<file path="src/rtl/ctrl_img_feed_pkg.sv">
// Shared widths and FSM encoding for the image feed block.
package ctrl_img_feed_pkg;
  localparam int DWIDTH  = 16;
  localparam int IMGADDR = 12;
  localparam int LWIDTH  = 10;
  localparam int WAIT_W  = 16;
  localparam int TAG_W   = 5;

  typedef enum logic [2:0] {
    S_IDLE  = 3'd0,
    S_BEGIN = 3'd1,
    S_READ  = 3'd2,
    S_GAP   = 3'd3,
    S_DRAIN = 3'd4
  } state_t;
endpackage

</file>
<file path="src/rtl/ctrl_img_feed_delay_line.sv">
// Fixed-depth shift register that aligns stream tags with memory read data.
module ctrl_img_feed_delay_line #(
  parameter int W     = 1,
  parameter int DEPTH = 1
) (
  input  logic         clk,
  input  logic         xrst,
  input  logic [W-1:0] din,
  output logic [W-1:0] dout
);

  for (genvar gi = 0; gi < DEPTH; gi++) begin : g_stage
    logic [W-1:0] q_reg;
    logic [W-1:0] stage_d;

    if (gi == 0) begin : g_first
      assign stage_d = din;
    end else begin : g_next
      assign stage_d = g_stage[gi-1].q_reg;
    end

    always_ff @(posedge clk or negedge xrst) begin
      if (!xrst) q_reg <= '0;
      else       q_reg <= stage_d;
    end
  end

  assign dout = g_stage[DEPTH-1].q_reg;

endmodule

</file>
<file path="src/rtl/ctrl_img_feed.sv">
// Reads n_in square image channels from memory and emits them as a tagged
// begin/valid/end pixel stream, with an idle gap between channels and a done ack.
module ctrl_img_feed
  import ctrl_img_feed_pkg::*;
#(
  parameter int RD_LAT = 1,
  parameter int GAP    = 6
) (
  input  logic               clk,
  input  logic               xrst,
  input  logic               req,
  input  logic [LWIDTH-1:0]  w_img_size,
  input  logic [LWIDTH-1:0]  w_n_in,
  input  logic [IMGADDR-1:0] w_img_base,
  output logic               mem_img_re,
  output logic [IMGADDR-1:0] mem_img_addr,
  input  logic [DWIDTH-1:0]  mem_img_rdata,
  output logic               out_begin,
  output logic               out_valid,
  output logic               out_end,
  output logic [DWIDTH-1:0]  out_pixel,
  output logic               first_input,
  output logic               last_input,
  output logic               ack
);

  localparam logic [WAIT_W-1:0] GAP_LAST   = WAIT_W'(GAP - 1);
  localparam logic [WAIT_W-1:0] DRAIN_LAST = WAIT_W'(RD_LAT - 1);
  localparam logic [LWIDTH-1:0] L_ONE      = LWIDTH'(1);

  state_t             state_reg, state_next;
  logic [LWIDTH-1:0]  size_reg, n_in_reg, x_reg, y_reg, ch_reg;
  logic [IMGADDR-1:0] addr_reg;
  logic [WAIT_W-1:0]  wait_reg;
  logic               ack_reg;

  logic               re, begin_mark, ack_set;
  logic               px_last, ch_first, ch_last;
  logic [TAG_W-1:0]   tag_in, tag_out;

  assign px_last  = (x_reg == size_reg - L_ONE) && (y_reg == size_reg - L_ONE);
  assign ch_first = (ch_reg == '0);
  assign ch_last  = (ch_reg == n_in_reg - L_ONE);

  always_ff @(posedge clk or negedge xrst) begin
    if (!xrst) state_reg <= S_IDLE;
    else       state_reg <= state_next;
  end

  always_comb begin
    state_next = state_reg;
    re         = 1'b0;
    begin_mark = 1'b0;
    ack_set    = 1'b0;
    case (state_reg)
      S_IDLE: begin
        if (req) begin
          // An empty run still walks through DRAIN so ack timing stays uniform.
          if (w_img_size == '0 || w_n_in == '0) state_next = S_DRAIN;
          else                                  state_next = S_BEGIN;
        end
      end
      S_BEGIN: begin
        begin_mark = 1'b1;
        state_next = S_READ;
      end
      S_READ: begin
        re = 1'b1;
        if (px_last) begin
          if (ch_last)       state_next = S_DRAIN;
          else if (GAP != 0) state_next = S_GAP;
        end
      end
      S_GAP: begin
        if (wait_reg == GAP_LAST) state_next = S_READ;
      end
      S_DRAIN: begin
        if (wait_reg == DRAIN_LAST) begin
          state_next = S_IDLE;
          ack_set    = 1'b1;
        end
      end
      default: state_next = S_IDLE;
    endcase
  end

  always_ff @(posedge clk or negedge xrst) begin
    if (!xrst) begin
      size_reg <= '0;
      n_in_reg <= '0;
      x_reg    <= '0;
      y_reg    <= '0;
      ch_reg   <= '0;
      addr_reg <= '0;
      wait_reg <= '0;
      ack_reg  <= 1'b0;
    end else begin
      ack_reg <= ack_set;

      if (state_next != state_reg)                        wait_reg <= '0;
      else if (state_reg == S_GAP || state_reg == S_DRAIN) wait_reg <= wait_reg + WAIT_W'(1);

      if (state_reg == S_IDLE && req) begin
        size_reg <= w_img_size;
        n_in_reg <= w_n_in;
        addr_reg <= w_img_base;
        x_reg    <= '0;
        y_reg    <= '0;
        ch_reg   <= '0;
      end else if (state_reg == S_READ) begin
        // Channels are contiguous, so a running address replaces base + ch*size*size.
        addr_reg <= addr_reg + IMGADDR'(1);
        if (x_reg == size_reg - L_ONE) begin
          x_reg <= '0;
          if (y_reg == size_reg - L_ONE) begin
            y_reg  <= '0;
            ch_reg <= ch_reg + L_ONE;
          end else begin
            y_reg <= y_reg + L_ONE;
          end
        end else begin
          x_reg <= x_reg + L_ONE;
        end
      end
    end
  end

  assign tag_in = {begin_mark, re, re & ch_first, re & ch_last, re & px_last & ch_last};

  ctrl_img_feed_delay_line #(
    .W     (TAG_W),
    .DEPTH (RD_LAT)
  ) u_tag_delay (
    .clk  (clk),
    .xrst (xrst),
    .din  (tag_in),
    .dout (tag_out)
  );

  assign out_begin    = tag_out[4];
  assign out_valid    = tag_out[3];
  assign first_input  = tag_out[2];
  assign last_input   = tag_out[1];
  assign out_end      = tag_out[0];
  assign out_pixel    = out_valid ? mem_img_rdata : '0;
  assign mem_img_re   = re;
  assign mem_img_addr = re ? addr_reg : '0;
  assign ack          = ack_reg;

endmodule

</file>
<file path="config.mk">
export PLATFORM = sky130hd
export DESIGN_NAME = ctrl_img_feed
export DESIGN_NICKNAME = d
export VERILOG_FILES = /design/src/rtl/ctrl_img_feed_pkg.sv /design/src/rtl/ctrl_img_feed_delay_line.sv /design/src/rtl/ctrl_img_feed.sv
export SDC_FILE = /design/constraint.sdc
export NUM_CORES = 1
export LEC_CHECK = 0
export BUFFER_PORTS_ARGS = -buffer_cell sky130_fd_sc_hd__buf_2
export CORE_MARGIN = 1
export CORE_UTILIZATION = 39
export DETAILED_ROUTE_END_ITERATION = 10
export GPL_TIMING_DRIVEN = 0
export PLACE_DENSITY_LB_ADDON = 0.08
export RECOVER_POWER = 100
export SLEW_MARGIN = 20
export SYNTH_ARGS = -nofsm -noshare
export SYNTH_HDL_FRONTEND = slang
export SYNTH_SLANG_ARGS = --single-unit
</file>
<file path="constraint.sdc">
create_clock -name clk -period 3 [get_ports clk]
set_input_delay 0 -clock clk [delete_from_list [all_inputs] [get_ports clk]]
set_output_delay 0 -clock clk [all_outputs]
set_load 0.02 [all_outputs]
</file>
==> metrics.yaml, run 1 <==
outcome: "completed"
grt_use_total_pct: 20.6
hp-class: "in -> async"
ir_worst_vdd_mv: 0.319
grt_pass1_wl_mm: 23.8
cp_data_required_time_ns: 3.28
fillerInstances: 1414
die_area_sq_um: 15000
core-area_sq_um: 14000
endpoint_kind: "flip-flop"
clk_latency_ns: 0.35
final_area_sq_um: 6930
cts_root_buffer: "clkbuf_16"
p_leak_nw: 3.01
die_h_um: 122
io_buffer_count: 85
postSynthAreaPerCell_sq_um: 8.62
clk_pin_slew_ns: 0.07
first_global_vias: 4912
dpl_cell_area_sq_um: 6330
cp.arrival_ns: 3.12
dp.final_hpwl_mm: 10.7
wire_per_inst_um: 15.0
syn_nets: 716
ant_nets: 0
finalSetupTns_ns: 0
initial_utilization_pct: 40.4
clk_path_buf_depth: 2
n_antenna_cell: 0
drv_slew: 0
synth_area_sq_um: 5650
die_w_um: 122
finClkSkew_ns: 0.0112
yosysSeqAreaShare_pct: 38.6
routed_wl_mm: 14.5
rows: 43
grt_max_degree: 47
first_iter_violations: 240
max_cap_viol_count: 0
finalCriticalPeriod_ns: 2.85
async_reset_ff_share_pct: 100
ys_types: 75
worst_pin_slew_ns: 1.18
min_period_over_period_pct: 94.8
start_kind: "flip-flop"
synth_top_area_cell: "dfrtp_1"
fin_nets: 848
synth_flop_cell: "dfrtp_1"
relSlewSlack_pct: 21.2
area_growth_pct: 22.8
vias: 5107
dp_slack_ns: -0.198
finalWorstSetupSlack_ns: 0.155
ys_ff_latch: 87
yosysWarnings: 0
reg2reg_depth: 13
vias_per_cell: 5.25
synth_area_leaders: "dfrtp_1 (39%), nand2_1 (7.6%), xnor2_1 (5.9%)"
finalHoldViolCount: 0
synth_edf_count: 0
cts_tree: "built"
synth_cells: 655
num_io_pins: 86
drcViolationCount: 0
setup_viol: 0
drt_pre_antenna_iters: 5
gp_congestion: 0.882
crit_fanout: 10
numCtsBuffers: 9
max_freq_mhz: 351
largest_reg_flops: 16
grt_setup_unrepaired: "no"
grt_overflow: 0
cts.sink_count: 87
drive_gt1_share_pct: 15.5
synth_top_area_share_pct: 38.6
antenna_found_initial: 0
power.density_nw_per_um2: 760
cts_htree_levels: 3
critPathKind: "reg -> reg"
-- final cells by class --
class	count	area, sq um	share of cell area [%]
clock buffer	11	243	3.50
timing repair buffer	121	754	10.9
buffer	29	158	2.27
tap	180	225	3.25
multi-input combinational	525	3240	46.7
clock inverter	5	81.3	1.17
sequential	87	2180	31.4
inverter	14	52.6	0.758
-- what timing repair did --
action | 4_1_cts | 5_1_grt
pin swaps | 0 | 2
endpoints found under the hold margin | 119 | 0
hold buffers | 33 | 0
endpoints found under the setup margin | 22 | 31
resized for setup | 2 | 9
buffers inserted | 1 | 1
-- through the flow --
stage	instances	hold WS (ns)	util, %	total power (W)
6_report	972	0.117	49.6	0.00527
5_1_grt	972	0.168	49.6	0.00566
4_1_cts	971	0.157	50.0	0.00532
3_5_place_dp	921	-0.0455	45.3	0.00402
3_3_place_gp	920	0.202	45.0	0.00396
2_1_floorplan	655	-0.296	-	0.00342
-- synth_stat cells, types with 3 or more instances --
cell type / count
a21o_1: 3
a21oi_1: 10
a31oi_1: 7
and2_1: 30
and3_1: 15
buf_2: 5
buf_6: 4
clkbuf_1: 17
dfrtp_1: 87
ha_1: 10
inv_1: 14
nand2_1: 114
nand2b_1: 5
nand3_1: 37
nand4_1: 14
nor2_1: 44
nor2_2: 10
nor2b_1: 5
nor3_1: 9
nor3b_1: 4
nor3b_2: 3
nor4_1: 8
o211ai_1: 3
o21ai_0: 54
o21ai_1: 4
o31ai_1: 6
or2_2: 4
or3_1: 11
xnor2_1: 38
xor2_1: 25
-- cells by family (layout without fill, tap and decap cells) --
group / after synthesis / count (layout) / share of synthesized area (%)
AO/OA/AOI/OAI: 112 / 112 / 12.7
XOR/XNOR: 63 / 63 / 9.77
adder cells (fa/ha/maj): 10 / 10 / 2.22
buffers and inverters: 43 / 180 / 3.79
flip-flops: 87 / 87 / 38.6
multiplexers: 3 / 3 / 0.776
AND/OR/NAND/NOR: 337 / 337 / 32.1
-- metal layers --
metal	GRT usage, %	wire, um	share of wire (%)	up-vias
met5	0	0	0	-
met4	8.31	283	1.9	0
met3	2.97	655	4.5	17
met2	34.5	6700	46	129
met1	26.8	6900	47	2406
li1	-	-	-	2555
-- worst paths after layout --
path / endpoint / slack, ns / start
worst max-delay path: ch_reg[8]$_DFFE_PN0P_ / 0.15 / size_reg[0]$_DFFE_PN0P_
worst min-delay path: wait_reg[11]$_DFFE_PN0P_ / 0.12 / xrst
worst max register to register: ch_reg[8]$_DFFE_PN0P_ / 0.15 / size_reg[0]$_DFFE_PN0P_
worst min register to register: y_reg[9]$_DFFE_PN0P_ / 0.51 / y_reg[9]$_DFFE_PN0P_
max in group asynchronous: size_reg[2]$_DFFE_PN0P_ / 1.41 / xrst
min in group clk: out_pixel[5] / 0.33 / mem_img_rdata[5]
-- cells in the final DEF, fill, tap and decap left out, types with 25 or more instances in the layout --
master / instances
dfrtp_1: 86
nor2_1: 52
xnor2_1: 38
buf_2: 65
clkbuf_1: 40
dlygate4sd3_1: 33
o21ai_0: 57
xor2_1: 25
nand3_1: 37
nand2_1: 114
-- worst max-delay path, cell delays in order, from the launching register on --
cell	delay, ns
dfrtp_1	0.32
buf_4	0.16
inv_2	0.06
ha_4	0.18
nor4b_4	0.15
buf_4	0.15
or3_1	0.30
a31o_2	0.26
mux2i_4	0.16
and4_4	0.28
a21oi_4	0.10
buf_6	0.17
or3_1	0.34
a21oi_1	0.14
-- power by group --
group	internal, W	leakage [nW]	switching (W)
Clock	0.000753	0.156	0.000482
Combinational	0.000963	1.73	0.00130
Sequential	0.00144	1.13	0.000328
Total	0.00316	3.01	0.00211
No activity file was read; power rests on OpenSTA's default activity.
==> run 2, diff against run 1 <==
CTS_BUF_LIST = sky130_fd_sc_hd__clkbuf_4 sky130_fd_sc_hd__clkbuf_8   (was unset)
REMOVE_ABC_BUFFERS = 1   (was unset)
TNS_END_PERCENT = 30   (was unset)
==> run 2 against run 1 <==
Fmax down 1.5%. Combinational power down 5%. Clock skew down 0.0026 ns. Register-to-register slack worse by 0.04 ns. First-iteration DRC count up 12%. Cell count down 2.3%. Global-route usage down 1.4 points. Worst setup slack worse by 0.045 ns. Worst hold slack better by 0.18 ns. Utilization down 1.0 points. Sequential cell count unchanged. Sequential power up 6%. Largest power group unchanged.
==> metrics.yaml, run 2 (synthesized netlist as in run 1, its figures left out) <==
outcome: "completed"
num_io_pins: 86  # unchanged
p_leak_nw: 2.95  # -2.2%
cts_htree_levels: 3  # unchanged
finalCriticalPeriod_ns: 2.89  # +0.0447 ns
fin_nets: 826  # -2.6%
p_seq_share_pct: 38.5  # +4.9 points
start_kind: "flip-flop"
finClkSkew_ns: 0.00857  # -0.00265 ns
rrSetupSlack_ns: 0.11  # -0.04 ns
grt_max_degree: 65  # +38%
drt_pre_antenna_iters: 5  # unchanged
power.density_nw_per_um2: 714  # -6.0%
gp_congestion: 0.883  # +0.10%
ant_nets: 0  # unchanged
final_cell_mix: "nand2_1 (113), dfrtp_1 (85), buf_2 (70)"
finalWorstSetupSlack_ns: 0.110  # -0.0447 ns
first_global_vias: 4559  # -7.2%
power_frac_comb_pct: 44.4  # +1.4 points
clk_latency_ns: 0.37  # +0.02 ns
r2r_end: "wait_reg[15]$_DFFE_PN0P_"
initial_utilization_pct: 40.4  # unchanged
cts.sink_count: 87  # unchanged
finalSetupTns_ns: 0  # unchanged
r2r_start: "size_reg[1]$_DFFE_PN0P_"
crit_fanout: 13  # +3
die_w_um: 122  # unchanged
io_buffer_count: 85  # unchanged
core-area_sq_um: 14000  # unchanged
antenna_found_initial: 0  # unchanged
fillerInstances: 1377  # -2.6%
largest_reg_flops: 16  # unchanged
cts_root_buffer: "clkbuf_8"
clk_pin_slew_ns: 0.09  # +0.02 ns
multiInputGateArea_sq_um: 3300  # +2.0%
drcViolationCount: 0  # unchanged
grt_pass1_wl_mm: 22.6  # -4.7%
final_cells: 950  # -2.3%
die_area_sq_um: 15000  # unchanged
relSlewSlack_pct: 14.3  # -6.9 points
rows: 43  # unchanged
dp.final_hpwl_mm: 9.77  # -8.3%
hold_path_depth: 4
numCtsBuffers: 9  # unchanged
placed_cells: 894  # -2.9%
grt_use_total_pct: 19.3  # -1.4 points
dp_slack_ns: -0.212  # -0.0145 ns
min_period_over_period_pct: 96.3  # +1.5 points
dpl_cell_area_sq_um: 6210  # -1.9%
ir_worst_vdd_mv: 0.332  # +4.3%
grt_setup_unrepaired: "yes"
cp.arrival_ns: 3.15  # +0.03 ns
n_antenna_cell: 0  # unchanged
area_growth_pct: 20.3
power_switching_w: 0.00207  # -1.9%
final_util_pct: 48.5  # -1.0 points
p_sw_share_pct: 42.7  # +2.6 points
max_cap_viol_count: 0  # unchanged
vias: 4995  # -2.2%
startpoint: "size_reg[1]$_DFFE_PN0P_"
cts_tree: "built"
final_common_cell: "nand2_1"
max_freq_mhz: 346  # -1.5%
die_h_um: 122  # unchanged
drive_gt1_share_pct: 18.7  # +3.2 points
cp_data_required_time_ns: 3.26  # -0.02 ns
final_area_sq_um: 6790  # -2.1%
p_int_w: 0.00278  # -12%
hold_end: "n_in_reg[7]$_DFFE_PN0P_"
grt_overflow: 0  # unchanged
vias_per_cell: 5.26  # about the same
first_iter_violations: 268  # +12%
clkPwrFrac_pct: 17.1  # -6.3 points
finalHoldViolCount: 0  # unchanged
min_from: "req"
routed_wl_mm: 14.1  # -3.3%
drv_slew: 0  # unchanged
hp-class: "in -> reg"
clk_path_buf_depth: 2  # unchanged
endpoint_kind: "flip-flop"
reg2reg_depth: 11  # -2
seq_area_sq_um: 2180  # about the same
worst_pin_slew_ns: 1.28  # +0.103 ns
setup_viol: 0  # unchanged
wire_per_inst_um: 14.8  # -1.1%
critPathKind: "reg -> reg"
run 2: worst max path at each step:
stage	slack, ns	endpoint
global placement	-0.84	wait_reg[14]$_DFFE_PN0P_
detailed placement	-0.21	ch_reg[3]$_DFFE_PN0P_
CTS	0.01	ch_reg[4]$_DFFE_PN0P_
finish	0.11	wait_reg[15]$_DFFE_PN0P_
global route	-0.003	wait_reg[14]$_DFFE_PN0P_
floorplan	0.23	ch_reg[9]$_DFFE_PN0P_
run 2: area by class of cell:
cell class,count,area share (%)
clock buffer,14,2.65
clock inverter,2,0.203
inverter,14,0.829
multi-input combinational,527,48.7
sequential,87,32.1
tap,180,3.32
timing repair buffer,126,12.2
run 2: power by group through the flow:
stage	clock (W)	combinational (W)	sequential, W
after CTS	0.000869	0.00214	0.00187
after global placement	0	0.00202	0.00188
after global routing	0.000918	0.00241	0.00193
after floorplan	0	0.00158	0.00178
after detailed placement	0	0.00209	0.00189
final	0.000829	0.00215	0.00187
run 2: critical path: stages (launching register included):
cell and delay, ns:
dfrtp_2 0.45, inv_1 0.09, ha_2 0.23, nor4b_4 0.37, and2_4 0.23, xnor2_1 0.19
o2111a_1 0.21, nand4_1 0.10, or4_4 0.51, nor2_8 0.15, buf_12 0.16, nor3b_2 0.05
run 2: per-layer routing:
layer | vias to the layer above | track usage [%] | share of wire, %
li1 | 2512 | - | -
met1 | 2390 | 26.9 | 51
met2 | 86 | 30.0 | 45
met3 | 7 | 4.41 | 3.6
met4 | 0 | 5.11 | 0.91
met5 | - | 0 | 0
run 2: repair_timing:
action	CTS	global route
gates cloned	0	2
gates resized for setup	3	6
hold buffers	33	0
pin swaps	2	4
setup buffers	3	2
endpoints found under the setup margin	36	43
endpoints found under the hold margin	119	0
run 2: stage by stage:
stage	hold slack, ns	total power, W
final	0.300	0.00485
after global routing	0.307	0.00525
after CTS	0.0394	0.00487
after detailed placement	-0.125	0.00398
after global placement	0.206	0.00390
after floorplan	-0.296	0.00336
==> run 3, diff against run 2 <==
CORE_UTILIZATION = 55   (was 39)
==> run 3 against run 2 <==
Highest routed layer unchanged. Register-to-register slack better by 0.02 ns. Sequential share of layout area is 0.24 points higher. Sequential cell count stayed put. Critical path type unchanged.
==> metrics.yaml, run 3 (synthesized netlist as in run 1, its figures left out) <==
outcome: "completed"
hp-class: "in -> out"
fin_nets: 829  # +0.36%
first_global_vias: 4694  # +3.0%
finalSetupTns_ns: 0  # unchanged
final_cell_mix: "nand2_1 (114), dfrtp_1 (85), buf_2 (66)"
n_antenna_cell: 0  # unchanged
r2r_start: "size_reg[1]$_DFFE_PN0P_"
clk_latency_ns: 0.37  # about the same
power.density_nw_per_um2: 733  # +2.6%
max_freq_mhz: 348  # +0.65%
hold_path_depth: 3  # -1
finalHoldViolCount: 0  # unchanged
first_iter_violations: 178  # -34%
ant_nets: 0  # unchanged
antenna_found_initial: 0  # unchanged
grt_max_degree: 53  # -18%
cp_data_required_time_ns: 3.26  # about the same
final_util_pct: 68.3  # +20 points
cts_root_buffer: "clkbuf_8"
clk_pin_slew_ns: 0.09  # about the same
routed_wl_mm: 13.6  # -3.4%
fillerInstances: 787  # -43%
worst_pin_slew_ns: 1.27  # -0.0104 ns
cts.sink_count: 87  # unchanged
dpl_cell_area_sq_um: 6130  # -1.2%
endpoint_kind: "flip-flop"
cp.arrival_ns: 3.13  # -0.02 ns
max_stage_delay_ns: 0.53  # +0.02 ns
min_period_over_period_pct: 95.7  # -0.63 points
initial_utilization_pct: 57.2  # +17 points
grt_use_total_pct: 26.3  # +7.0 points
cts_htree_levels: 3  # unchanged
cts_tree: "built"
drcViolationCount: 0  # unchanged
finClkSkew_ns: 0.0140  # +0.00548 ns
final_cells: 905  # -4.7%
die_h_um: 103  # -16%
finalCriticalPeriod_ns: 2.87  # -0.0188 ns
die_area_sq_um: 10700  # -29%
clk_path_buf_depth: 2  # unchanged
path_delay_family: "simple AND/OR/NAND/NOR gates"
ir_worst_vdd_mv: 0.328  # -1.3%
path_buf_inv: 2  # unchanged
die_w_um: 103  # -16%
final_area_sq_um: 6740  # -0.74%
wire_per_inst_um: 15.0  # +1.4%
vias_per_cell: 5.53  # +5.2%
gp_congestion: 0.869  # -1.6%
largest_reg_flops: 16  # unchanged
p_leak_nw: 2.95  # +0.16%
critPathKind: "reg -> reg"
drt_pre_antenna_iters: 4  # -1
max_cap_viol_count: 0  # unchanged
num_io_pins: 86  # unchanged
placed_cells: 847  # -5.3%
relSlewSlack_pct: 15.0  # +0.69 points
area_growth_pct: 19.4
grt_overflow: 0  # unchanged
vias: 5008  # +0.26%
hold_end: "out_pixel[7]"
core-area_sq_um: 9860  # -29%
path_cells: "inv_1 -> ha_2 -> or4b_4 -> or4b_4 -> nand3_1 -> nand4bb_4 -> o21ai_4 -> buf_4 -> nand2_4 -> mux2_1"
reg2reg_depth: 10  # -1
min_from: "mem_img_rdata[7]"
io_buffer_count: 85  # unchanged
r2r_end: "ch_reg[0]$_DFFE_PN0P_"
startpoint: "size_reg[1]$_DFFE_PN0P_"
numCtsBuffers: 9  # unchanged
cp_slowest_cell: "or4b_4"
grt_pass1_wl_mm: 21.7  # -4.0%
rows: 36  # -16%
crit_fanout: 6  # -7
setup_viol: 0  # unchanged
rrSetupSlack_ns: 0.13  # +0.02 ns
grt_setup_unrepaired: "no"
drive_gt1_share_pct: 17.2  # -1.5 points
holdWs_ns: 0.327  # +0.0273 ns
drv_slew: 0  # unchanged
start_kind: "flip-flop"
final_common_cell: "nand2_1"
dp.final_hpwl_mm: 9.27  # -5.2%
critPathMostFrequentCell: "or4b_4"
-- run 3: changes by cell type in the layout (fill, tap and decap cells not counted), moves of 3 or more --
cell      delta
clkbuf_1     +4
nor2_1       +7
and2_1       -9
buf_4        +3
nor2_2       -7
clkbuf_8     -3
buf_2        -4
clkbuf_4     -3
and2_0       +9
-- run 3: metrics by stage --
step / worst slack (ns) / power [W]
2_1_floorplan: 0.234 / 0.00336
3_3_place_gp: -0.576 / 0.00386
3_5_place_dp: -0.140 / 0.00395
4_1_cts: 0.0269 / 0.00492
5_1_grt: 0.0159 / 0.00533
6_report: 0.129 / 0.00494
-- run 3: how the worst max path moves through the flow --
stage | cells past startpoint | end | slack, ns
floorplan | 10 | ch_reg[9]$_DFFE_PN0P_ | 0.23
global placement | 4 | wait_reg[14]$_DFFE_PN0P_ | -0.58
detailed placement | 10 | ch_reg[5]$_DFFE_PN0P_ | -0.14
CTS | 10 | ch_reg[0]$_DFFE_PN0P_ | 0.03
global route | 10 | ch_reg[0]$_DFFE_PN0P_ | 0.02
finish | 10 | ch_reg[0]$_DFFE_PN0P_ | 0.13
-- run 3: tightest hold or removal path, delay by kind of cell --
family | cells | cell delay (ns)
AND/OR/NAND/NOR | 1 | 0.10
buffers and inverters | 2 | 0.22
-- run 3: cell type report --
| cell class | instances | area (sq um) | area share [%] |
|---|---|---|---|
| Timing Repair Buffer | 129 | 847 | 12.6 |
| Inverter | 14 | 56.3 | 0.835 |
| Clock buffer | 9 | 124 | 1.84 |
| Multi-Input combinational cell | 527 | 3270 | 48.6 |
| Tap cell | 133 | 166 | 2.47 |
| Clock inverter | 6 | 93.8 | 1.39 |
| Sequential cell | 87 | 2180 | 32.3 |
-- run 3: per-layer routing --
metal | up-vias | share of wire [%] | global-route usage, %
li1 | 2498 | - | -
met1 | 2373 | 47 | 34.9
met2 | 119 | 47 | 43.7
met3 | 18 | 3.8 | 3.29
met4 | 0 | 1.9 | 10.5
met5 | - | 0 | 0
-- run 3: timing repair --
action                                  4_1_cts  5_1_grt
hold endpoints to repair                     83        0
hold buffers                                 33        0
pin swaps                                     1        4
setup buffers                                 3        5
resized for setup                             1        7
endpoints found under the setup margin       19       42
cloned                                        0        2
-- run 3: power by group --
part	internal [W]	switching, W
sequential	0.00144	0.000422
combinational	0.000943	0.00122
clock	0.000473	0.000439
